**src/rtl/clz_denorm.sv**
```systemverilog
`timescale 1ns/1ps
`default_nettype none
// +--------------------------------------------------------------------------+
// | clz_denorm                                                               |
// | Pipelined right log-shifter that undoes leading-zero normalisation.      |
// | Revision: 1.0                                                            |
// +--------------------------------------------------------------------------+
module clz_denorm #(
   parameter  int WIDTH = 16,
   localparam int CNT_W = $clog2(WIDTH)
) (
   input  logic             clk,
   input  logic             rst,
   input  logic             in_valid,
   output logic             in_ready,
   input  logic [WIDTH-1:0] in_data,
   input  logic [CNT_W-1:0] in_count,
   input  logic             in_zero,
   output logic             out_valid,
   input  logic             out_ready,
   output logic [WIDTH-1:0] out_data,
   output logic             out_sticky,
   output logic             out_zero
);
   localparam int c_last = CNT_W - 1;

   logic [CNT_W-1:0] w_valid;
   logic [CNT_W-1:0] w_sticky;
   logic [CNT_W-1:0] w_zero;
   logic [CNT_W-1:0] w_ready;
   logic [CNT_W-1:0] w_adv;
   logic [WIDTH-1:0] w_data [CNT_W];
   logic [CNT_W-1:0] w_cnt  [CNT_W];
   logic             w_unused;

   genvar k;
   for (k = 0; k < CNT_W; k++) begin : g_stage
      localparam int c_shift = 1 << k;

      logic             w_src_valid;
      logic [WIDTH-1:0] w_src_data;
      logic [CNT_W-1:0] w_src_cnt;
      logic             w_src_sticky;
      logic             w_src_zero;
      logic [WIDTH-1:0] w_shifted;
      logic             w_dropped;

      logic             r_valid;
      logic [WIDTH-1:0] r_data;
      logic [CNT_W-1:0] r_cnt;
      logic             r_sticky;
      logic             r_zero;

      if (k == 0) begin : g_head
         // A zero operand enters as data 0 / count 0, so it exits as 0 with no sticky
         assign w_src_valid  = in_valid;
         assign w_src_data   = in_zero ? '0 : in_data;
         assign w_src_cnt    = in_zero ? '0 : in_count;
         assign w_src_sticky = 1'b0;
         assign w_src_zero   = in_zero;
      end else begin : g_link
         assign w_src_valid  = w_valid[k-1];
         assign w_src_data   = w_data[k-1];
         assign w_src_cnt    = w_cnt[k-1];
         assign w_src_sticky = w_sticky[k-1];
         assign w_src_zero   = w_zero[k-1];
      end

      if (k == c_last) begin : g_tail
         assign w_adv[k] = r_valid & out_ready;
      end else begin : g_body
         assign w_adv[k] = r_valid & w_ready[k+1];
      end

      assign w_ready[k] = ~r_valid | w_adv[k];
      assign w_shifted  = w_src_cnt[k] ? (w_src_data >> c_shift) : w_src_data;
      assign w_dropped  = w_src_cnt[k] & (|w_src_data[c_shift-1:0]);

      always_ff @(posedge clk or posedge rst) begin
         if (rst) begin
            r_valid  <= 1'b0;
            r_data   <= '0;
            r_cnt    <= '0;
            r_sticky <= 1'b0;
            r_zero   <= 1'b0;
         end else if (w_ready[k]) begin
            r_valid <= w_src_valid;
            if (w_src_valid) begin
               r_data   <= w_shifted;
               r_cnt    <= w_src_cnt;
               r_sticky <= w_src_sticky | w_dropped;
               r_zero   <= w_src_zero;
            end
         end
      end

      assign w_valid[k]  = r_valid;
      assign w_data[k]   = r_data;
      assign w_cnt[k]    = r_cnt;
      assign w_sticky[k] = r_sticky;
      assign w_zero[k]   = r_zero;
   end

   // The final stage's count has no consumer
   assign w_unused = ^w_cnt[c_last];

   assign in_ready   = w_ready[0];
   assign out_valid  = w_valid[c_last];
   assign out_data   = w_data[c_last];
   assign out_sticky = w_sticky[c_last];
   assign out_zero   = w_zero[c_last];

endmodule
`default_nettype wire
```
**config.mk**
```make
export PLATFORM = sky130hd
export DESIGN_NAME = clz_denorm
export DESIGN_NICKNAME = d
export VERILOG_FILES = /design/src/rtl/clz_denorm.sv
export SDC_FILE = /design/constraint.sdc
export NUM_CORES = 1
export LEC_CHECK = 0
export CAP_MARGIN = 20
export CORE_UTILIZATION = 56
export CTS_CLUSTER_SIZE = 25
export DETAILED_ROUTE_END_ITERATION = 12
export PLACE_DENSITY_LB_ADDON = 0.1
export SLEW_MARGIN = 25
export SYNTH_ARGS = -nofsm -noshare
export SYNTH_HDL_FRONTEND = slang
export SYNTH_SLANG_ARGS = --single-unit
```
**constraint.sdc**
```tcl
create_clock -name clk -period 2.9 [get_ports clk]
set_input_delay 0.58 -clock clk [delete_from_list [all_inputs] [get_ports clk]]
set_output_delay 0.58 -clock clk [all_outputs]
set_load 0.03 [all_outputs]
```
==> flow_metrics.tcl, run 1 <==
set metrics [dict create \
    start_util_pct 59.0 \
    clk_latency_ns 0.35 \
    cts_made_buffers 9 \
    cp-end-kind "output port" \
    ir_drop_v 0.000307 \
    clock_sinks 82 \
    die-area_sq_mm 0.00710 \
    setup_ws_ns 0.622 \
    p_leak_nw 1.89 \
    netlist_area_sq_mm 0.00379 \
    grt_pass1_wl_um 12100 \
    drt_iter0_drc 115 \
    yosysWarnings 0 \
    ctsResizeCount 0 \
    fin_cells 433 \
    postCtsHoldBufs 0 \
    slew_headroom_pct 34.5 \
    grt_max_degree 83 \
    fin_crit_sh_pct 78.6 \
    htreeDepth 3 \
    antenna_left 0 \
    critPathMaxStageDelay_ns 0.45 \
    tns_ns 0 \
    grt_pass1_vias 2503 \
    power_density_mw_per_mm2 874 \
    cp.arrival_ns 1.70 \
    worst_pin_slew_ns 0.980 \
    timing.fmax_mhz 439 \
    vias 2575 \
    grt-ovfl-total 0 \
    synthTopCellsByArea "dfrtp_1 (54%), mux2_2 (12%), mux2i_1 (9.5%)" \
    hold_class "reg2reg" \
    portBuffers 44 \
    setup_viol 0 \
    antenna_cells 0 \
    cts-root-buf "clkbuf_8" \
    synth_cells 314 \
    synthArstFlopShare_pct 100 \
    core_sq_mm 0.00642 \
    drcViolationCount 8 \
    crit_chain "clkdlybuf4s50_1, nand4b_4, or2_1, buf_4" \
    clock_skew_ns 0.00593 \
    timing.hold.ws_ns 0.509 \
    cts_setup_buffers 0 \
    via_per_inst 5.95 \
    grt_antenna_before_repair 0 \
    syn-mean-instance-area_sq_um 12.1 \
    critPathSlowestCell "clkdlybuf4s50_1" \
    place_congestion 0.752 \
    dpl.hpwl_um 4720 \
    synth.top_cell.area_share_pct 54.2 \
    cts_tree "built" \
    routed_wl_um 7070 \
    dr.pass1.iters 8 \
    fp.dieW_um 84.3 \
    post-place-ws_ns 0.567 \
    synth_nets 339 \
    ys_ff_latch 82 \
    rows 29 \
    final_nets 376 \
    drive_above_1_share_pct 19.1 \
    track_usage_pct 21.8 \
    slew_violations 0 \
    hold_viol_final 0 \
    ys.flop_type "dfrtp_1" \
    clk_pin_slew_ns 0.08 \
    worstPathRequired_ns 2.32 \
    synth_top_cell_by_area "dfrtp_1" \
    synth_edf_count 0 \
    wl_per_cell_um 16.3 \
    outcome "finished, violations left" \
    ios 45 \
    drv_cap 0 \
    yosysMostFrequentCell "dfrtp_1" \
    cts_buffer_depth 2 \
    crit_fanout 3 \
    post-place-cells 417 \
    synth.top_cells.by_count "dfrtp_1 (82), a21oi_1 (59), mux2_2 (40)" \
    die-height_um 84.3 \
    synth.distinct_cells 22 \
    ys_seq_area_share_pct 54.2 \
    areaGrowthSynthToFinish_pct 19.2 \
    fin_crit_ns 2.28 \
    worstSetupPathType "in2out" \
    violations "design-rule violations" \
    rsz0062_at_grt "no" \
    setup.worst_path.start_class "input port" \
    rrSetupSlack_ns 1.17 \
]
logic make-up after synthesis:
group | count (synthesis) | synth area share, %
multiplexers | 76 | 21.4
flip-flops | 82 | 54.2
AND/OR/NAND/NOR | 34 | 6.14
buffers and inverters | 31 | 3.83
AO/OA/AOI/OAI | 91 | 14.5
per-stage QoR:
step | area [sq um] | util [%] | power [mW]
6_report | 4510 | 70.3 | 3.95
5_1_grt | 4510 | 70.3 | 4.17
4_1_cts | 4510 | 70.3 | 3.97
3_5_place_dp | 4270 | 66.5 | 2.98
3_3_place_gp | 4270 | 66.5 | 2.94
2_1_floorplan | 3790 | - | 2.54
per-layer routing:
metal  GRT usage [%]  vias up  wire length (um)
li1                -     1231                 -
met1            28.8     1275              3260
met2            36.6       60              3510
met3            3.24        9               207
met4            8.93        0               100
met5               0        -                 0
where the power goes:
group | internal (mW) | switching (mW) | total, mW
Clock | 0.572 | 0.414 | 0.986
Combinational | 0.601 | 0.595 | 1.20
Sequential | 1.47 | 0.296 | 1.77
Total | 2.64 | 1.30 | 3.95
final timing paths:
check,start,end,cells after the start
setup / recovery,out_ready,in_ready,4
hold / removal,out_data[12]$_DFFE_PP0P_,out_data[12]$_DFFE_PP0P_,1
setup reg to reg,g_stage[0].r_valid$_DFFE_PP0P_,g_stage[0].r_cnt[3]$_DFFE_PP0P_,4
hold reg to reg,out_data[12]$_DFFE_PP0P_,out_data[12]$_DFFE_PP0P_,1
max in group asynchronous,rst,g_stage[1].r_data[12]$_DFFE_PP0P_,3
min in group asynchronous,rst,g_stage[2].r_data[1]$_DFFE_PP0P_,3
sequential cells by signal, indices dropped and copies added (netlist names):
name,count
g_stage.r_valid,3
out_data,16
g_stage.r_sticky,3
out_zero,1
g_stage.r_cnt,6
g_stage.r_data,48
out_sticky,1
out_valid,1
g_stage.r_zero,3
worst max-delay path, delay by kind of cell:
kind,cells,cell delay [ns]
buf+inv,2,0.63
simple gates,2,0.48
layout by cell type, fill, tap and decap left out, types with 2 or more instances in the layout:
| cell type | netlist | layout |
|---|---|---|
| a21oi_1 | 59 | 59 |
| a31oi_1 | 14 | 14 |
| mux2i_1 | 36 | 36 |
| buf_4 | 1 | 9 |
| and2_1 | 2 | 2 |
| o21ai_0 | 2 | 2 |
| inv_1 | 4 | 3 |
| dfrtp_1 | 82 | 82 |
| or4_1 | 3 | 3 |
| nand2b_1 | 4 | 4 |
| clkbuf_8 | 0 | 9 |
| mux2_2 | 40 | 40 |
| bufinv_16 | 0 | 3 |
| nor2b_1 | 18 | 18 |
| clkdlybuf4s50_1 | 0 | 43 |
| a32o_1 | 15 | 15 |
| clkinv_2 | 0 | 2 |
| nand2_1 | 2 | 2 |
| clkinv_4 | 0 | 2 |
| nand3b_1 | 2 | 2 |
layout make-up:
| cell class | count | area [sq um] |
|---|---|---|
| flip-flops and latches | 82 | 2050 |
| fillers | 498 | 1910 |
| multi-input cells | 201 | 1590 |
| repair buffers | 53 | 518 |
| clock buffers | 9 | 124 |
| clock inverters | 7 | 118 |
| well taps | 77 | 96.3 |
| inverters | 4 | 15.0 |
Note: power is estimated with default switching activity, not from simulation.
==> run 2, diff against run 1 <==
clock period = 2.2 ns   (was 2.9 ns; I/O delays follow)
==> flow_metrics.tcl, run 2 (synthesized netlist as in run 1, its figures left out) <==
set metrics [dict create \
    outcome "finished, violations left" \
    violations "design-rule violations" \
    switchingPower_mw 1.69 \
    critPathMaxStageDelay_ns 0.44 \
    most-common-layout-cells "dfrtp_1 (82), a21oi_1 (59), clkdlybuf4s50_1 (43)" \
    worst-path-buf-inv 2 \
    rrSetupSlack_ns 0.63 \
    cts_buffer_depth 2 \
    start_util_pct 59.0 \
    setup_viol 0 \
    slew_headroom_pct 33.8 \
    via_per_inst 5.79 \
    grt_pass1_vias 2549 \
    power_frac_clock_pct 21.9 \
    cts_tree "built" \
    clock_skew_ns 0.00822 \
    rsz0062_at_grt "no" \
    htreeDepth 3 \
    hold_class "in2async" \
    drive_above_1_share_pct 20.4 \
    crit_fanout 9 \
    vias 2541 \
    ios 45 \
    ctsResizeCount 0 \
    die-area_sq_mm 0.00710 \
    cts_setup_buffers 0 \
    power_density_mw_per_mm2 1100 \
    dr.pass1.iters 8 \
    p_comb_share_pct 31.9 \
    track_usage_pct 21.7 \
    cp.arrival_ns 1.59 \
    final_nets 382 \
    worst_pin_slew_ns 0.991 \
    areaGrowthSynthToFinish_pct 20.4 \
    place_congestion 0.772 \
    cp_top_family "buffers and inverters" \
    drv_cap 0 \
    fin_crit_ns 2.03 \
    grt_max_degree 27 \
    fp.dieW_um 84.3 \
    grt-ovfl-total 0 \
    ir_drop_v 0.000539 \
    dpl.hpwl_um 5270 \
    p_int_mw 3.33 \
    timing.fmax_mhz 492 \
    postCtsHoldBufs 0 \
    routed_wl_um 7070 \
    tns_ns 0 \
    p_leak_nw 1.91 \
    critPathSlowestCell "clkdlybuf4s50_1" \
    worstSetupPathType "in2out" \
    worstPathRequired_ns 1.76 \
    clk_latency_ns 0.35 \
    largest-register "g_stage.r_data" \
    grt_pass1_wl_um 11900 \
    cp-end-kind "output port" \
    setup.worst_path.start_class "input port" \
    cts-root-buf "clkbuf_8" \
    seqPwrFrac_pct 46.2 \
    grt_antenna_before_repair 0 \
    core_sq_mm 0.00642 \
    switching_share_pct 33.7 \
    antenna_cells 0 \
    rows 29 \
    hold_viol_final 0 \
    drcViolationCount 4 \
    final_common_cell "dfrtp_1" \
    die-height_um 84.3 \
    crit_chain "clkdlybuf4s50_1, nand4b_4, or2_1, buf_4" \
    largest_reg_flops 48 \
    portBuffers 44 \
    cts_made_buffers 9 \
    wl_per_cell_um 16.1 \
    drt_iter0_drc 102 \
    utilization_pct 71.1 \
    antenna_left 0 \
    clock_sinks 82 \
    fin_crit_sh_pct 92.4 \
    slew_violations 0 \
    clk_pin_slew_ns 0.08 \
]
==> run 2: layer usage <==
layer	global-route usage [%]	share of wire, %
met1	27.0	44
met2	37.8	52
met3	3.54	2.7
met4	8.93	1.2
met5	0	0
==> run 2: layout make-up <==
class / count / area [sq um]
Clock inverter: 5 / 52.6
Tap cell: 77 / 96.3
Sequential cell: 82 / 2050
Inverter: 4 / 18.8
Timing Repair Buffer: 59 / 601
Fill cell: 489 / 1860
Clock buffer: 11 / 151
Multi-Input combinational cell: 201 / 1590
==> run 2: power by group through the flow <==
stage | logic [mW] | clock network, mW | registers [mW]
final | 1.60 | 1.10 | 2.32
after global placement | 1.57 | 0 | 2.33
after detailed placement | 1.61 | 0 | 2.35
after floorplan | 0.869 | 0 | 2.48
after global routing | 1.73 | 1.17 | 2.38
after CTS | 1.62 | 1.12 | 2.32
==> run 2: path summary, 6_finish.rpt <==
| kind | start | endpoint | cells past startpoint |
|---|---|---|---|
| worst min-delay path | rst | g_stage[1].r_data[13]$_DFFE_PP0P_ | 2 |
| worst min register to register | out_data[8]$_DFFE_PP0P_ | out_data[8]$_DFFE_PP0P_ | 1 |
| min in group clk | out_data[8]$_DFFE_PP0P_ | out_data[8]$_DFFE_PP0P_ | 1 |
| worst max-delay path | out_ready | in_ready | 4 |
| max in group asynchronous | rst | g_stage[0].r_valid$_DFFE_PP0P_ | 3 |
| worst max register to register | g_stage[2].r_valid$_DFFE_PP0P_ | g_stage[2].r_data[13]$_DFFE_PP0P_ | 4 |
==> run 2: stage by stage <==
| step | cell area [sq um] | worst slack, ns | hold slack [ns] | instances | total power [mW] |
|---|---|---|---|---|---|
| after floorplan | 3790 | 0.468 | 0.474 | 314 | 3.35 |
| after global placement | 4360 | 0.153 | 0.489 | 423 | 3.90 |
| after detailed placement | 4360 | 0.108 | 0.496 | 423 | 3.96 |
| after CTS | 4560 | 0.163 | 0.499 | 439 | 5.06 |
| after global routing | 4560 | 0.125 | 0.526 | 439 | 5.29 |
| final | 4560 | 0.167 | 0.497 | 439 | 5.02 |
==> run 3, diff against run 2 <==
CAP_MARGIN = unset   (was 20)
CORE_MARGIN = 10   (was unset)
==> flow_metrics.tcl, run 3 (synthesized netlist as in run 1, its figures left out) <==
set metrics [dict create \
    outcome "completed" \
    clk_pin_slew_ns 0.07 \
    cts_buffer_depth 2 \
    power_density_mw_per_mm2 1090 \
    switchingPower_mw 1.66 \
    ios 45 \
    areaGrowthSynthToFinish_pct 18.2 \
    timing.fmax_mhz 496 \
    worstSetupPathType "reg2out" \
    hold_viol_final 0 \
    crit_end "in_ready" \
    grt_pass1_wl_um 12500 \
    ir_drop_v 0.000419 \
    cts-root-buf "clkbuf_8" \
    place_congestion 0.786 \
    crit_fanout 13 \
    hold_class "reg2reg" \
    highest_layer "met4" \
    wl_met2_um 3550 \
    slew_headroom_pct 34.9 \
    final_common_cell "dfrtp_1" \
    clock_sinks 82 \
    p_int_mw 3.24 \
    p_leak_nw 1.88 \
    cp-end-kind "output port" \
    rsz0062_at_grt "no" \
    tns_ns 0 \
    r2r_end "g_stage[0].r_data[12]$_DFFE_PP0P_" \
    grt_pass1_vias 2594 \
    wl_met3_um 373 \
    met1Wirelength_um 3270 \
    drcViolationCount 0 \
    grt_antenna_before_repair 0 \
    fin_crit_ns 2.02 \
    die-height_um 102 \
    timing.hold.ws_ns 0.501 \
    slew_violations 0 \
    power.total_mw 4.90 \
    die-area_sq_mm 0.0105 \
    critPathLaunch "g_stage[2].r_valid$_DFFE_PP0P_" \
    htreeDepth 3 \
    cts_tree "built" \
    core_sq_mm 0.00646 \
    cts_made_buffers 9 \
    dpl.hpwl_um 5340 \
    reg2reg_from "g_stage[2].r_valid$_DFFE_PP0P_" \
    drv_cap 0 \
    worst_pin_slew_ns 0.974 \
    switching_share_pct 33.9 \
    antenna_left 0 \
    vias 2537 \
    drive_above_1_share_pct 19.3 \
    routed_wl_um 7330 \
    clock_skew_ns 0.00557 \
    largest_reg_flops 48 \
    seqPwrFrac_pct 47.3 \
    setup.worst_path.start_class "flip-flop" \
    grt_max_degree 83 \
    rrSetupSlack_ns 0.60 \
    track_usage_pct 15.0 \
    wl_per_cell_um 16.8 \
    postCtsHoldBufs 0 \
    power_frac_clock_pct 20.3 \
    via_per_inst 5.83 \
    clk_latency_ns 0.35 \
    start_util_pct 58.7 \
    setup_viol 0 \
    ctsResizeCount 0 \
    cp.arrival_ns 1.58 \
    portBuffers 44 \
    largest-register "g_stage.r_data" \
    dr.pass1.iters 4 \
    p_comb_share_pct 32.4 \
    reg2reg_depth 4 \
    worstPathRequired_ns 1.76 \
    drt_iter0_drc 90 \
    fin_crit_sh_pct 91.7 \
    grt-ovfl-total 0 \
    final_nets 380 \
    fp.dieW_um 102 \
    utilization_pct 69.4 \
    antenna_cells 0 \
    cts_setup_buffers 0 \
    rows 29 \
    most-common-layout-cells "dfrtp_1 (82), a21oi_1 (59), clkdlybuf4s50_1 (43)" \
]
-- run 3: cell types whose count changed in the layout (fill, tap and decap cells not counted) --
cell and delta:
clkbuf_1 +1, buf_4 +1, clkbuf_8 -2, clkinvlp_4 -1
buf_12 -3
-- run 3: routing by layer --
layer  vias to the layer above  global-route usage (%)
li1                       1244                       -
met4                         0                    7.16
met1                      1220                    18.3
met5                         -                       0
met3                        11                    3.78
met2                        62                    24.2
-- run 3: critical path: stages (launching register included) --
cell and delay [ns]:
dfrtp_1 0.61, nand4b_4 0.18, or2_1 0.26, buf_4 0.17
-- run 3: layout make-up --
class	count	area, sq um
multi-input combinational	201	1590
clock inverter	4	45.0
inverter	4	18.8
clock buffer	10	128
timing repair buffer	57	548
fill	503	1980
tap	77	96.3
sequential	82	2050
-- run 3: worst min-delay path by stage --
stage,startpoint,cells after the start,endpoint
2_1_floorplan,g_stage[0].r_cnt[2]$_DFFE_PP0P_,1,g_stage[1].r_cnt[2]$_DFFE_PP0P_
3_3_place_gp,out_data[13]$_DFFE_PP0P_,1,out_data[13]$_DFFE_PP0P_
3_5_place_dp,g_stage[0].r_cnt[3]$_DFFE_PP0P_,1,g_stage[0].r_cnt[3]$_DFFE_PP0P_
4_1_cts,g_stage[0].r_cnt[3]$_DFFE_PP0P_,1,g_stage[0].r_cnt[3]$_DFFE_PP0P_
5_1_grt,out_data[12]$_DFFE_PP0P_,1,out_data[12]$_DFFE_PP0P_
6_report,g_stage[0].r_cnt[3]$_DFFE_PP0P_,1,g_stage[0].r_cnt[3]$_DFFE_PP0P_
-- run 3: through the flow --
step	std cells	worst slack, ns	cell area (sq um)
6_report	435	0.184	4480
3_3_place_gp	421	0.186	4310
4_1_cts	435	0.172	4480
3_5_place_dp	421	0.128	4310
5_1_grt	435	0.0703	4480
2_1_floorplan	314	0.468	3790
-- run 3: power by group through the flow --
stage	Sequential, mW	Clock (mW)	Combinational, mW
floorplan	2.48	0	0.869
CTS	2.33	1.02	1.61
global route	2.39	1.08	1.73
global placement	2.33	0	1.58
finish	2.32	0.995	1.59
detailed placement	2.36	0	1.60
